$ cat src/rtl/display_scan_4_pkg.sv
// display_scan_4_pkg
// Shared types and constants for the four-digit seven-segment scanner.
//   seg_t        : 7-bit active-low segment pattern (bit 0 = a ... bit 6 = g)
//   SEG_BLANK    : pattern with every segment off
//   DIG_UN..MI   : digit-slot indices (units, tens, hundreds, thousands)
//   digit_set_t  : one complete display image (four patterns + blank flags)
//   anode_for()  : one-cold active-low anode vector for a digit index
package display_scan_4_pkg;

  typedef logic [6:0] seg_t;

  localparam seg_t SEG_BLANK = 7'h7F;

  localparam logic [1:0] DIG_UN = 2'd0;
  localparam logic [1:0] DIG_DE = 2'd1;
  localparam logic [1:0] DIG_CE = 2'd2;
  localparam logic [1:0] DIG_MI = 2'd3;

  // Blank flag for the units digit is carried but always 0, so the
  // flags can be indexed directly by digit index like the patterns.
  typedef struct packed {
    seg_t [3:0] pat;
    logic [3:0] blank;
  } digit_set_t;

  localparam digit_set_t SET_RESET = '{pat: {4{SEG_BLANK}}, blank: 4'b0000};

  function automatic logic [3:0] anode_for(input logic [1:0] idx);
    return ~(4'b0001 << idx);
  endfunction

endpackage

$ cat src/rtl/display_scan_4_scan_timer.sv
// scan_timer
// Slot counter and digit index for the display scanner.
//   clk, rst_n : clock, synchronous active-low reset
//   digit_idx  : current slot index (0..3)
//   wrap       : high on the last cycle of a slot
//   frame_end  : high on the last cycle of slot 3 (end of frame)
//   in_guard   : high during the first GUARD cycles of a slot
module scan_timer
  import display_scan_4_pkg::*;
#(
  parameter int REFRESH_DIV = 100000,
  parameter int GUARD       = 16
) (
  input  logic       clk,
  input  logic       rst_n,
  output logic [1:0] digit_idx,
  output logic       wrap,
  output logic       frame_end,
  output logic       in_guard
);

  localparam int CNT_W = (REFRESH_DIV > 1) ? $clog2(REFRESH_DIV) : 1;
  localparam logic [CNT_W-1:0] SLOT_LAST = CNT_W'(REFRESH_DIV - 1);
  localparam logic [CNT_W-1:0] GUARD_END = CNT_W'(GUARD);

  logic [CNT_W-1:0] slot_cnt;

  always_ff @(posedge clk) begin
    if (!rst_n) begin
      slot_cnt  <= '0;
      digit_idx <= DIG_UN;
    end else if (wrap) begin
      slot_cnt  <= '0;
      digit_idx <= digit_idx + 2'd1;
    end else begin
      slot_cnt  <= slot_cnt + 1'b1;
    end
  end

  assign wrap      = (slot_cnt == SLOT_LAST);
  assign frame_end = wrap && (digit_idx == DIG_MI);
  assign in_guard  = (slot_cnt < GUARD_END);

endmodule

$ cat src/rtl/display_scan_4.sv
// display_scan_4
// Time-multiplexed scanner for a four-digit common-anode seven-segment
// display with a frame-synchronous load/ack handshake (no tearing).
//   clk, rst_n              : clock, synchronous active-low reset
//   load                    : strobe capturing patterns/digits into shadow
//   D_un, D_de, D_ce, D_mi  : active-low segment patterns, units..thousands
//   millares, centenas,
//   decenas                 : BCD digits, used only for leading-zero blanking
//   enable                  : 0 forces all anodes off
//   seg_out                 : active-low shared segment bus (registered)
//   an                      : active-low anodes, an[0] = units (registered)
//   digit_sel               : current slot index (registered)
//   ack                     : one-cycle pulse when shadow commits to active
// Build option: define LEADING_ZERO_BLANK_EN to blank leading zeros of the
// thousands/hundreds/tens digits; otherwise all four digits always show.
module display_scan_4
  import display_scan_4_pkg::*;
#(
  parameter int REFRESH_DIV = 100000,
  parameter int GUARD       = 16
) (
  input  logic       clk,
  input  logic       rst_n,
  input  logic       load,
  input  logic [6:0] D_un,
  input  logic [6:0] D_de,
  input  logic [6:0] D_ce,
  input  logic [6:0] D_mi,
  input  logic [3:0] millares,
  input  logic [3:0] centenas,
  input  logic [3:0] decenas,
  input  logic       enable,
  output logic [6:0] seg_out,
  output logic [3:0] an,
  output logic [1:0] digit_sel,
  output logic       ack
);

  logic [1:0] digit_idx;
  logic       wrap_unused;
  logic       frame_end;
  logic       in_guard;

  scan_timer #(
    .REFRESH_DIV(REFRESH_DIV),
    .GUARD      (GUARD)
  ) u_timer (
    .clk      (clk),
    .rst_n    (rst_n),
    .digit_idx(digit_idx),
    .wrap     (wrap_unused),
    .frame_end(frame_end),
    .in_guard (in_guard)
  );

  logic [3:0] load_blank;

`ifdef LEADING_ZERO_BLANK_EN
  // Blanking cascades downward: a digit is blank only if it is zero and
  // every more significant digit is blank too. Units always show.
  logic blank_mi;
  logic blank_ce;
  logic blank_de;
  assign blank_mi   = (millares == 4'd0);
  assign blank_ce   = blank_mi && (centenas == 4'd0);
  assign blank_de   = blank_ce && (decenas == 4'd0);
  assign load_blank = {blank_mi, blank_ce, blank_de, 1'b0};
`else
  logic unused_digits;
  assign unused_digits = ^{millares, centenas, decenas};
  assign load_blank    = 4'b0000;
`endif

  digit_set_t load_set;
  digit_set_t shadow_set;
  digit_set_t active_set;
  logic       pending;
  logic       commit;

  assign load_set = {D_mi, D_ce, D_de, D_un, load_blank};
  assign commit   = frame_end && pending;

  // A load on the commit cycle lands in the shadow after the old shadow has
  // been transferred, so pending stays set and the new data waits one frame.
  always_ff @(posedge clk) begin
    if (!rst_n) begin
      shadow_set <= SET_RESET;
      active_set <= SET_RESET;
      pending    <= 1'b0;
      ack        <= 1'b0;
      seg_out    <= SEG_BLANK;
      an         <= 4'hF;
      digit_sel  <= DIG_UN;
    end else begin
      ack <= commit;
      if (commit) begin
        active_set <= shadow_set;
      end
      if (load) begin
        shadow_set <= load_set;
        pending    <= 1'b1;
      end else if (frame_end) begin
        pending    <= 1'b0;
      end
      digit_sel <= digit_idx;
      seg_out   <= active_set.blank[digit_idx] ? SEG_BLANK : active_set.pat[digit_idx];
      an        <= (!enable || in_guard) ? 4'hF : anode_for(digit_idx);
    end
  end

endmodule

$ cat config.mk
export PLATFORM = sky130hd
export DESIGN_NAME = display_scan_4
export DESIGN_NICKNAME = d
export VERILOG_FILES = /design/src/rtl/display_scan_4_pkg.sv /design/src/rtl/display_scan_4_scan_timer.sv /design/src/rtl/display_scan_4.sv
export SDC_FILE = /design/constraint.sdc
export NUM_CORES = 1
export LEC_CHECK = 0
export BUFFER_PORTS_ARGS = -buffer_cell sky130_fd_sc_hd__buf_2
export CAP_MARGIN = 0
export CORE_ASPECT_RATIO = 1.2
export CORE_MARGIN = 4
export CORE_UTILIZATION = 40
export CTS_BUF_LIST = sky130_fd_sc_hd__clkbuf_2
export DETAILED_ROUTE_END_ITERATION = 12
export SLEW_MARGIN = 0
export SYNTH_ARGS = -nofsm -noshare
export SYNTH_HDL_FRONTEND = slang
export SYNTH_SLANG_ARGS = --single-unit
export TNS_END_PERCENT = 100
$ cat constraint.sdc
create_clock -name clk -period 1.95 [get_ports clk]
set_clock_uncertainty 0.15 [all_clocks]
set_input_delay 0.2925 -clock clk [delete_from_list [all_inputs] [get_ports clk]]
set_output_delay 0.2925 -clock clk [all_outputs]
set_load 0.02 [all_outputs]
==> results.tsv, run 1 <==
metric	value	unit
worst hold-check path type	in2reg	
Core Area	0.008986	sq mm
antenna violations before repair	0	
reg-to-reg slack, setup	0.02	ns
Cell Area, Synth	0.003664	sq mm
cells on worst reg2reg path	6	
row cnt	38	
outcome	finished clean	
GRT Overall Usage	17.33	%
Slew @ Worst Pin	0.5490	ns
Fmax	516.8	MHz
die area	0.01076	sq mm
Max-slew headroom	63.17	%
RSZ-0062 raised after global routing	yes	
data arrival time of the critical path	2.27	ns
TritonCTS clock tree	built	
drt first pass iters	4	
DRC violations left	0	
Pleak	1.927	nW
Pwr Density	643.4	mW/mm^2
Post-Layout Cell Count	607	
Gate Count Post-Synth	362	
Synth cell types	38	
CP Cell Sequence	ha_4, nand4_1, or3_4, buf_12, o31a_1, a311o_1	
Setup-failing EPs final	0	
I/O pin total	58	
Maximum Capacitance Violations	0	
Tmin final	1.935	ns
NumNets Final	532	
Avg Synthesized Cell Area	10.12	sq um
vias in the first global route	3177	
final wirelength	8.676	mm
hpwl dp	5.575	mm
Worst Setup End Kind	register	
placed inst area	0.004177	sq mm
Port Buffers	45	
period utilization	99.23	%
Initial Util	40.77	%
CP max-delay cell	dfxtp_4	
maximum vdd drop	0.0003048	V
Total Power Consumption	0.003234	W
vias per inst	5.084	
Layout area overhead	37.19	%
clock buffer depth	2	
Post-DRT Antenna Nets	0	
H-tree depth	3	
clock-pin slew on the worst setup and hold paths	0.22	ns
vias post-DR	3086	
clock root cell	clkbuf_2	
setup tns final	0	ns
Worst setup startpoint	u_timer.slot_cnt[1]	
R2R Path End	active_set[22]	
pin count of the biggest net entering global routing	55	
reg2reg start	u_timer.slot_cnt[1]	
Clock Latency Late Sink	0.57	ns
share of cells above drive strength 1	24.44	%
flops & latches, synth	90	
worst hold stages	4	
grt ovf	0	
DR WL/cell	14.29	microns
clk sinks	90	
crit path max fanout	17	
Cells after DPL	527	
GPL Wtd Cong	0.8612	
first-pass GRT wire length	14.67	mm
CP startpoint kind	register	
Min-Delay Endpoint	pending	
final hold vios	0	
critical path class	reg2reg	
die height	112.8	microns
Final Max Tran Viols	0	
drt first-iter violations	123	
Die Wd	95.37	microns
synth warn	0	
CTS buffer count	9	
Final Instance Area	0.005026	sq mm
final core utilization	55.93	%
Ant. Diodes	0	
CP peak stage delay	0.41	ns
Min-Delay Startpoint	load	
Seq/Total Area, Yosys	49.18	%
Worst EP required	2.28	ns
Mapped Nets	411	
[registers in the layout, indices dropped and copies added, names as in the netlist]
register           cells
ack                    1
active_set            28
an                     4
digit_sel              2
pending                1
seg_out                7
shadow_set            28
u_timer.digit_idx      2
u_timer.slot_cnt      17
[metal layers]
metal	up-vias	track usage, %	wire [microns]
met4	0	9.143	236
met2	65	29.43	4358
met3	18	2.261	332
li1	1551	-	-
met1	1452	21.03	3748
met5	-	0	0
[power breakdown]
group	total [W]	switching [W]	internal (W)	leakage, nW
combinational	0.000278	0.000108	0.000170	1.11
sequential	0.00191	0.0000247	0.00189	0.736
clock	0.00105	0.000624	0.000421	0.0783
total	0.00323	0.000757	0.00248	1.93
[cell type report]
| cell class | count | area, sq um |
|---|---|---|
| Clock buffer | 10 | 50.05 |
| Fill cell | 803 | 3960 |
| Timing Repair Buffer | 144 | 1181 |
| Tap cell | 120 | 150.1 |
| Inverter | 8 | 30.03 |
| Sequential cell | 90 | 1810 |
| Multi-Input combinational cell | 230 | 1725 |
| Clock inverter | 5 | 78.83 |
[what timing repair did]
item,4_1_cts,5_1_grt
hold endpoints to repair,46,0
buffers inserted,0,1
pin swaps,1,0
endpoints found under the setup margin,26,21
resized for setup,7,11
gates cloned,0,1
hold buffers,64,0
[critical path: cells and delay by family, from the launching register on]
kind            cells  cell delay (ns)
simple gates        2             0.47
buf+inv             1             0.16
compound gates      2             0.53
flops               1             0.41
fa+ha+maj           1             0.12
[worst max path at each step]
stage                           endpoint  slack, ns  depth (start not counted)
after global placement     active_set[5]     0.0003                          6
after CTS                 active_set[22]      0.007                          6
final                     active_set[22]       0.02                          6
after floorplan           active_set[11]      -0.09                          8
after detailed placement  active_set[13]      -0.05                          6
after global routing       active_set[5]      -0.04                          6
[cells in the mapped netlist (all sizes together)]
cell | number | area (sq um)
mux2i | 24 | 240.2
nor4 | 5 | 31.28
buf | 16 | 106.4
nand2 | 50 | 190.2
and2 | 1 | 6.260
xnor2 | 7 | 61.31
nor2 | 19 | 71.32
a21oi | 1 | 5.000
a31oi | 2 | 12.51
o31a | 14 | 122.6
o311ai | 4 | 35.04
or4 | 2 | 15.01
or2 | 1 | 6.260
and4 | 1 | 8.760
a311o | 14 | 140.1
xor2 | 7 | 61.31
dfxtp | 90 | 1802
inv | 7 | 26.28
o21ai | 6 | 30.02
nand2b | 7 | 43.79
clkbuf | 18 | 68.81
mux4 | 7 | 157.7
or3 | 1 | 6.260
and3 | 3 | 18.77
nor3 | 4 | 20.02
nand4 | 10 | 62.56
o31ai | 15 | 112.6
clkinv | 1 | 3.750
o211ai | 14 | 105.1
ha | 5 | 62.56
nand3 | 6 | 30.03
[logic make-up (layout without fill, tap and decap cells)]
family                   count (synthesis)  after routing  synth area share, %
adder cells (fa/ha/maj)                  5              5                1.708
XOR/XNOR                                14             14                3.347
buffers and inverters                   42            167                5.601
AND/OR/NAND/NOR                        110            110                13.93
multiplexers                            31             31                10.86
AO/OA/AOI/OAI                           70             70                15.37
flip-flops                              90             90                49.18
[metrics by stage]
stage | hold slack [ns] | setup slack, ns
2_1_floorplan | 0.2709 | -0.09007
3_3_place_gp | 0.3080 | 0.0002862
3_5_place_dp | 0.3103 | -0.05425
4_1_cts | 0.07093 | 0.006736
5_1_grt | 0.1111 | -0.03688
6_report | 0.1203 | 0.01502
[cell usage in the layout, fill, tap and decap left out, types with 3 or more instances in the layout]
master         Yosys  final
buf_2              4     46
nor2_1            19     19
o31ai_1           15      9
mux4_2             7      7
inv_1              7      7
nand2b_1           7      7
buf_4              1     29
buf_12             0      4
o31a_1            14     14
nor4_1             5      4
o311ai_1           1      4
o21ai_0            5      5
nand4_1           10     10
clkbuf_2           1     10
mux2i_1           24     24
nand2_1           49     48
nor3_1             4      4
and3_1             3      3
ha_1               5      4
o31ai_2            0      6
nand3_1            6      6
xnor2_1            7      7
xor2_1             7      7
o211ai_1          14     14
dfxtp_1           90     87
dlygate4sd3_1      0     63
a311o_1           14     14
(Power assumes the default switching activity.)
==> run 2, diff against run 1 <==
- CORE_UTILIZATION: 40 -> 58
- PLACE_DENSITY: unset -> 0.81
- clock period: 1.95 -> 1.8 ns (I/O delays scaled with it)
==> run 2 against run 1 <==
Against the previous run: the flow now finishes with violations (setup timing); non-clock buffer count down 14; final area up 1.2%; utilization up 28 points; final cell count down 8.4%; count of clock-buffer cells in the layout up 1; first-iteration DRC count up 97%; global-route usage up 9.5 points; combinational power about the same.
==> results.tsv, run 2 (synthesis results as in run 1) <==
metric	value	unit	change
outcome	complete, but fails checks		
failing checks	setup timing		
Clock Latency Late Sink	0.58	ns	about the same
clk sinks	90		unchanged
CP endpoint	active_set[26]		
share of cells above drive strength 1	30.38	%	+5.9 points
placed inst area	0.004199	sq mm	+0.54%
CTS buffer count	9		unchanged
GPL Wtd Cong	0.9291		+7.9%
Port Buffers	45		unchanged
final wirelength	11.08	mm	+28%
Tmin final	2.057	ns	+0.1223 ns
Slew @ Worst Pin	0.4605	ns	-0.08853 ns
Fillers	318		-60%
final core utilization	83.50	%	+28 points
NumNets Final	518		-2.6%
setup tns final	-4.226	ns	-4.226 ns
grt ovf	0		unchanged
Max-slew headroom	69.13	%	+6.0 points
Final Max Tran Viols	0		unchanged
Pwr Density	689.5	mW/mm^2	+7.2%
TritonCTS clock tree	built		
Cells after DPL	496		-5.9%
most frequent cells in the layout	dfxtp_1 (86), nand2_1 (48), buf_2 (45)		
R2R Path End	active_set[26]		
Final Instance Area	0.005085	sq mm	+1.2%
Sequential Area	0.001812	sq mm	about the same
RSZ-0062 raised after global routing	yes		
critical path class	reg2reg		
drt first-iter violations	242		+97%
reg2reg start	u_timer.slot_cnt[1]		
Worst EP required	2.09	ns	-0.19 ns
reg-to-reg slack, setup	-0.26	ns	-0.27 ns
die height	95.06	microns	-16%
worst hold-check path type	in2reg		
die area	0.007657	sq mm	-29%
Post-Layout Cell Count	556		-8.4%
data arrival time of the critical path	2.35	ns	+0.08 ns
first-pass GRT wire length	15.62	mm	+6.5%
final worst setup slack	-0.2573	ns	-0.2723 ns
largest registers	active_set (28), shadow_set (28), u_timer.slot_cnt (17)		
crit path max fanout	12		-5
Ant. Diodes	0		unchanged
DR WL/cell	19.92	microns	+39%
row cnt	31		-18%
Setup-failing EPs final	43		+43
period utilization	114.3	%	+15 points
final hold vios	0		unchanged
vias per inst	6.113		+20%
multi-input logic area	0.001914	sq mm	+11%
Worst Setup End Kind	register		
Total Power Consumption	0.003506	W	+8.4%
Maximum Capacitance Violations	0		unchanged
vias post-DR	3399		+10%
Worst setup startpoint	u_timer.slot_cnt[1]		
drt first pass iters	5		+1
vias in the first global route	3278		+3.2%
Post-DRT Antenna Nets	0		unchanged
cells on worst reg2reg path	7		+1
I/O pin total	58		unchanged
antenna violations before repair	0		unchanged
Die Wd	80.55	microns	-16%
clock root cell	clkbuf_2		
clock buffer depth	2		unchanged
maximum vdd drop	0.0006605	V	+120%
H-tree depth	3		unchanged
Core Area	0.006090	sq mm	-32%
DRC violations left	0		unchanged
Fmax	486.1	MHz	-5.9%
Initial Util	60.16	%	+19 points
CP startpoint kind	register		
Layout area overhead	38.80	%	
Pleak	1.971	nW	+2.3%
pin count of the biggest net entering global routing	35		-36%
hpwl dp	5.461	mm	-2.1%
leading cell type in the layout, fill and taps excluded	dfxtp_1		
clock-pin slew on the worst setup and hold paths	0.23	ns	about the same
GRT Overall Usage	26.85	%	+9.5 points
run 2: cell count changes in the layout (fill, tap and decap cells not counted), sizes merged:
cell and delta:
dlygate4sd3 -24, buf +8, inv -1, clkbuf +3, clkinvlp +1
run 2: per-stage QoR:
stage / hold slack, ns / setup slack [ns]
finish: 0.2917 / -0.2573
floorplan: 0.2484 / -0.2400
detailed placement: 0.3085 / -0.1891
global route: 0.2792 / -0.3207
global placement: 0.3058 / -0.1285
CTS: 0.2804 / -0.1072
run 2: worst max-delay path: stages (launching register included):
cell	delay, ns
dfxtp_4	0.41
ha_4	0.12
nand4_1	0.07
or3_4	0.40
buf_12	0.17
buf_4	0.18
o31ai_2	0.26
o211ai_1	0.19
run 2: power breakdown:
part / internal [W] / switching [W]
sequential: 0.00204 / 0.0000296
combinational: 0.000148 / 0.000128
clock: 0.000465 / 0.000692
total: 0.00266 / 0.000849
run 2: repair_timing:
action	CTS	global route
endpoints found under the setup margin	45	50
hold endpoints to repair	38	0
setup buffers	0	1
cloned	1	3
pin swaps	1	4
hold buffers	39	0
resized for setup	14	36
run 2: how the worst min path moves through the flow:
stage | startpoint | to | slack, ns | cells past startpoint
after floorplan | D_de[0] | shadow_set[11] | 0.25 | 2
after global placement | shadow_set[18] | shadow_set[18] | 0.31 | 2
after detailed placement | shadow_set[20] | shadow_set[20] | 0.31 | 2
after CTS | D_mi[1] | shadow_set[26] | 0.28 | 4
after global routing | D_ce[2] | shadow_set[20] | 0.28 | 4
final | D_ce[1] | shadow_set[19] | 0.29 | 4
run 2: final cells by class:
cell class | instances | area share [%]
clock inverters | 5 | 1.550
multi-input cells | 230 | 37.65
flip-flops and latches | 90 | 35.63
repair buffers | 130 | 21.48
clock buffers | 11 | 1.083
inverters | 8 | 0.5906
well taps | 82 | 2.018
run 2: layer usage:
| layer | part of all wire (%) | global-route usage (%) |
|---|---|---|
| met5 | 0 | 0 |
| met4 | 5.4 | 15.63 |
| met3 | 6.9 | 5.671 |
| met2 | 52 | 46.69 |
| met1 | 36 | 30.12 |
==> run 3, diff against run 2 <==
- CORE_UTILIZATION: 58 -> 56
- CTS_BUF_LIST: sky130_fd_sc_hd__clkbuf_2 -> sky130_fd_sc_hd__clkbuf_16
- PLACE_DENSITY: 0.81 -> 0.79
==> run 3 against run 2 <==
Against the previous run: the run ends with hold timing, setup timing left; die area rose by 3.2%; power rose by 22%; critical path depth fell by 1; flip-flop and latch count did not move; wire length rose by 2.3%; global-route usage fell by 1.1 points; clock power rose by 69%; combinational power fell by 14%; critical path type unchanged; critical endpoint is now active_set[14]; largest power group unchanged.
==> results.tsv, run 3 (synthesis results as in run 1) <==
metric	value	unit	change
final worst setup slack	-0.1842	ns	+0.07308 ns
Setup-failing EPs final	45		+4.7%
failing checks	hold timing, setup timing		
pin count of the biggest net entering global routing	35		unchanged
grt ovf	0		unchanged
Post-DRT Antenna Nets	0		unchanged
CP startpoint kind	register		
first-pass GRT wire length	15.67	mm	+0.31%
final wirelength	11.33	mm	+2.3%
Cells after DPL	503		+1.4%
Pleak	1.973	nW	about the same
Min-Delay Startpoint	D_mi[4]		
clock buffer depth	2		unchanged
vias per inst	6.367		+4.1%
data arrival time of the critical path	2.05	ns	-0.30 ns
Slew @ Worst Pin	0.4341	ns	-0.02640 ns
Worst Setup End Kind	register		
die height	96.60	microns	+1.6%
Pwr Density	838.6	mW/mm^2	+22%
row cnt	32		+3.2%
H-tree depth	3		unchanged
crit path max fanout	15		+3
DRC violations left	0		unchanged
worst hold slack	-0.006735	ns	-0.2984 ns
final core utilization	79.43	%	-4.1 points
leading cell type in the layout, fill and taps excluded	dfxtp_1		
GRT Overall Usage	25.78	%	-1.1 points
Core Area	0.006406	sq mm	+5.2%
period utilization	110.2	%	-4.1 points
outcome	complete, but fails checks		
Worst EP required	1.87	ns	-0.22 ns
NumNets Final	494		-4.6%
RSZ-0062 raised after global routing	yes		
hpwl dp	5.460	mm	about the same
vias post-DR	3387		-0.35%
I/O pin total	58		unchanged
TritonCTS clock tree	built		
Ant. Diodes	0		unchanged
vias in the first global route	3201		-2.3%
largest registers	active_set (28), shadow_set (28), u_timer.slot_cnt (17)		
most frequent cells in the layout	dfxtp_1 (86), nand2_1 (48), buf_2 (45)		
reg2reg start	u_timer.slot_cnt[1]		
antenna violations before repair	1		+1
maximum vdd drop	0.0008987	V	+36%
Final Max Tran Viols	0		unchanged
Worst setup startpoint	u_timer.slot_cnt[1]		
Layout area overhead	38.90	%	about the same
setup tns final	-4.725	ns	-0.4983 ns
Max-slew headroom	70.79	%	+1.7 points
Clock Latency Late Sink	0.34	ns	-0.24 ns
critical path class	reg2reg		
CTS buffer count	9		unchanged
clock-pin slew on the worst setup and hold paths	0.06	ns	-0.17 ns
worst hold-check path type	in2reg		
final hold vios	7		+7
drt first-iter violations	370		+53%
Fmax	504.0	MHz	+3.7%
die area	0.007905	sq mm	+3.2%
Die Wd	81.84	microns	+1.6%
Place WS	-0.1872	ns	+0.001944 ns
GPL Wtd Cong	0.8630		-7.1%
share of cells above drive strength 1	36.24	%	+5.9 points
Port Buffers	45		unchanged
Initial Util	57.19	%	-3.0 points
Post-Layout Cell Count	532		-4.3%
Tmin final	1.984	ns	-0.07308 ns
DR WL/cell	21.29	microns	+6.9%
drt first pass iters	5		unchanged
Maximum Capacitance Violations	0		unchanged
clock root cell	clkbuf_16		
reg-to-reg slack, setup	-0.18	ns	+0.07 ns
clk sinks	90		unchanged
## run 3: area by class of cell
| cell class | instances | area, sq um |
|---|---|---|
| sequential | 90 | 1812 |
| inverter | 8 | 30.03 |
| clock inverter | 4 | 70.07 |
| tap | 85 | 106.4 |
| timing repair buffer | 106 | 895.9 |
| fill | 364 | 1318 |
| multi-input combinational | 230 | 1949 |
| clock buffer | 9 | 225.2 |
## run 3: worst max-delay path: stages, from the launching register on
cell	delay (ns)
dfxtp_4	0.37
ha_4	0.13
nand4_1	0.08
or3_4	0.40
buf_8	0.18
o31a_1	0.25
a311o_1	0.31
## run 3: power by group
| group | total [W] | switching [W] | internal, W |
|---|---|---|---|
| registers | 0.00207 | 0.0000320 | 0.00204 |
| clock network | 0.00196 | 0.000771 | 0.00119 |
| logic | 0.000238 | 0.000127 | 0.000111 |
## run 3: through the flow
step / instance area (sq um) / hold WS (ns) / power [W]
global route: 5089 / 0.003734 / 0.004382
detailed placement: 4195 / 0.3172 / 0.002293
floorplan: 3701 / 0.2484 / 0.002213
CTS: 4825 / 0.0002206 / 0.004199
finish: 5089 / -0.006735 / 0.004267
global placement: 4195 / 0.3063 / 0.002284
## run 3: what timing repair did
action                                  4_1_cts  5_1_grt
gates cloned                                  5        2
hold buffers                                  6        0
buffers inserted                              0        3
endpoints found under the hold margin         6        0
pin swaps                                     5       18
gates resized for setup                      42       46
endpoints found under the setup margin       48       48
## run 3: per-layer routing
metal | up-vias | GRT usage, % | wire length, microns
li1 | 1483 | - | -
met1 | 1606 | 28.53 | 3903
met5 | - | 0 | 13
met4 | 2 | 14.71 | 657
met3 | 66 | 5.400 | 892
met2 | 230 | 44.18 | 5860
## run 3: worst paths after layout
path	endpoint	cells past startpoint
worst min-delay path	shadow_set[29]	3
worst max register to register	active_set[14]	6
worst max-delay path	active_set[14]	6
worst min register to register	shadow_set[20]	2
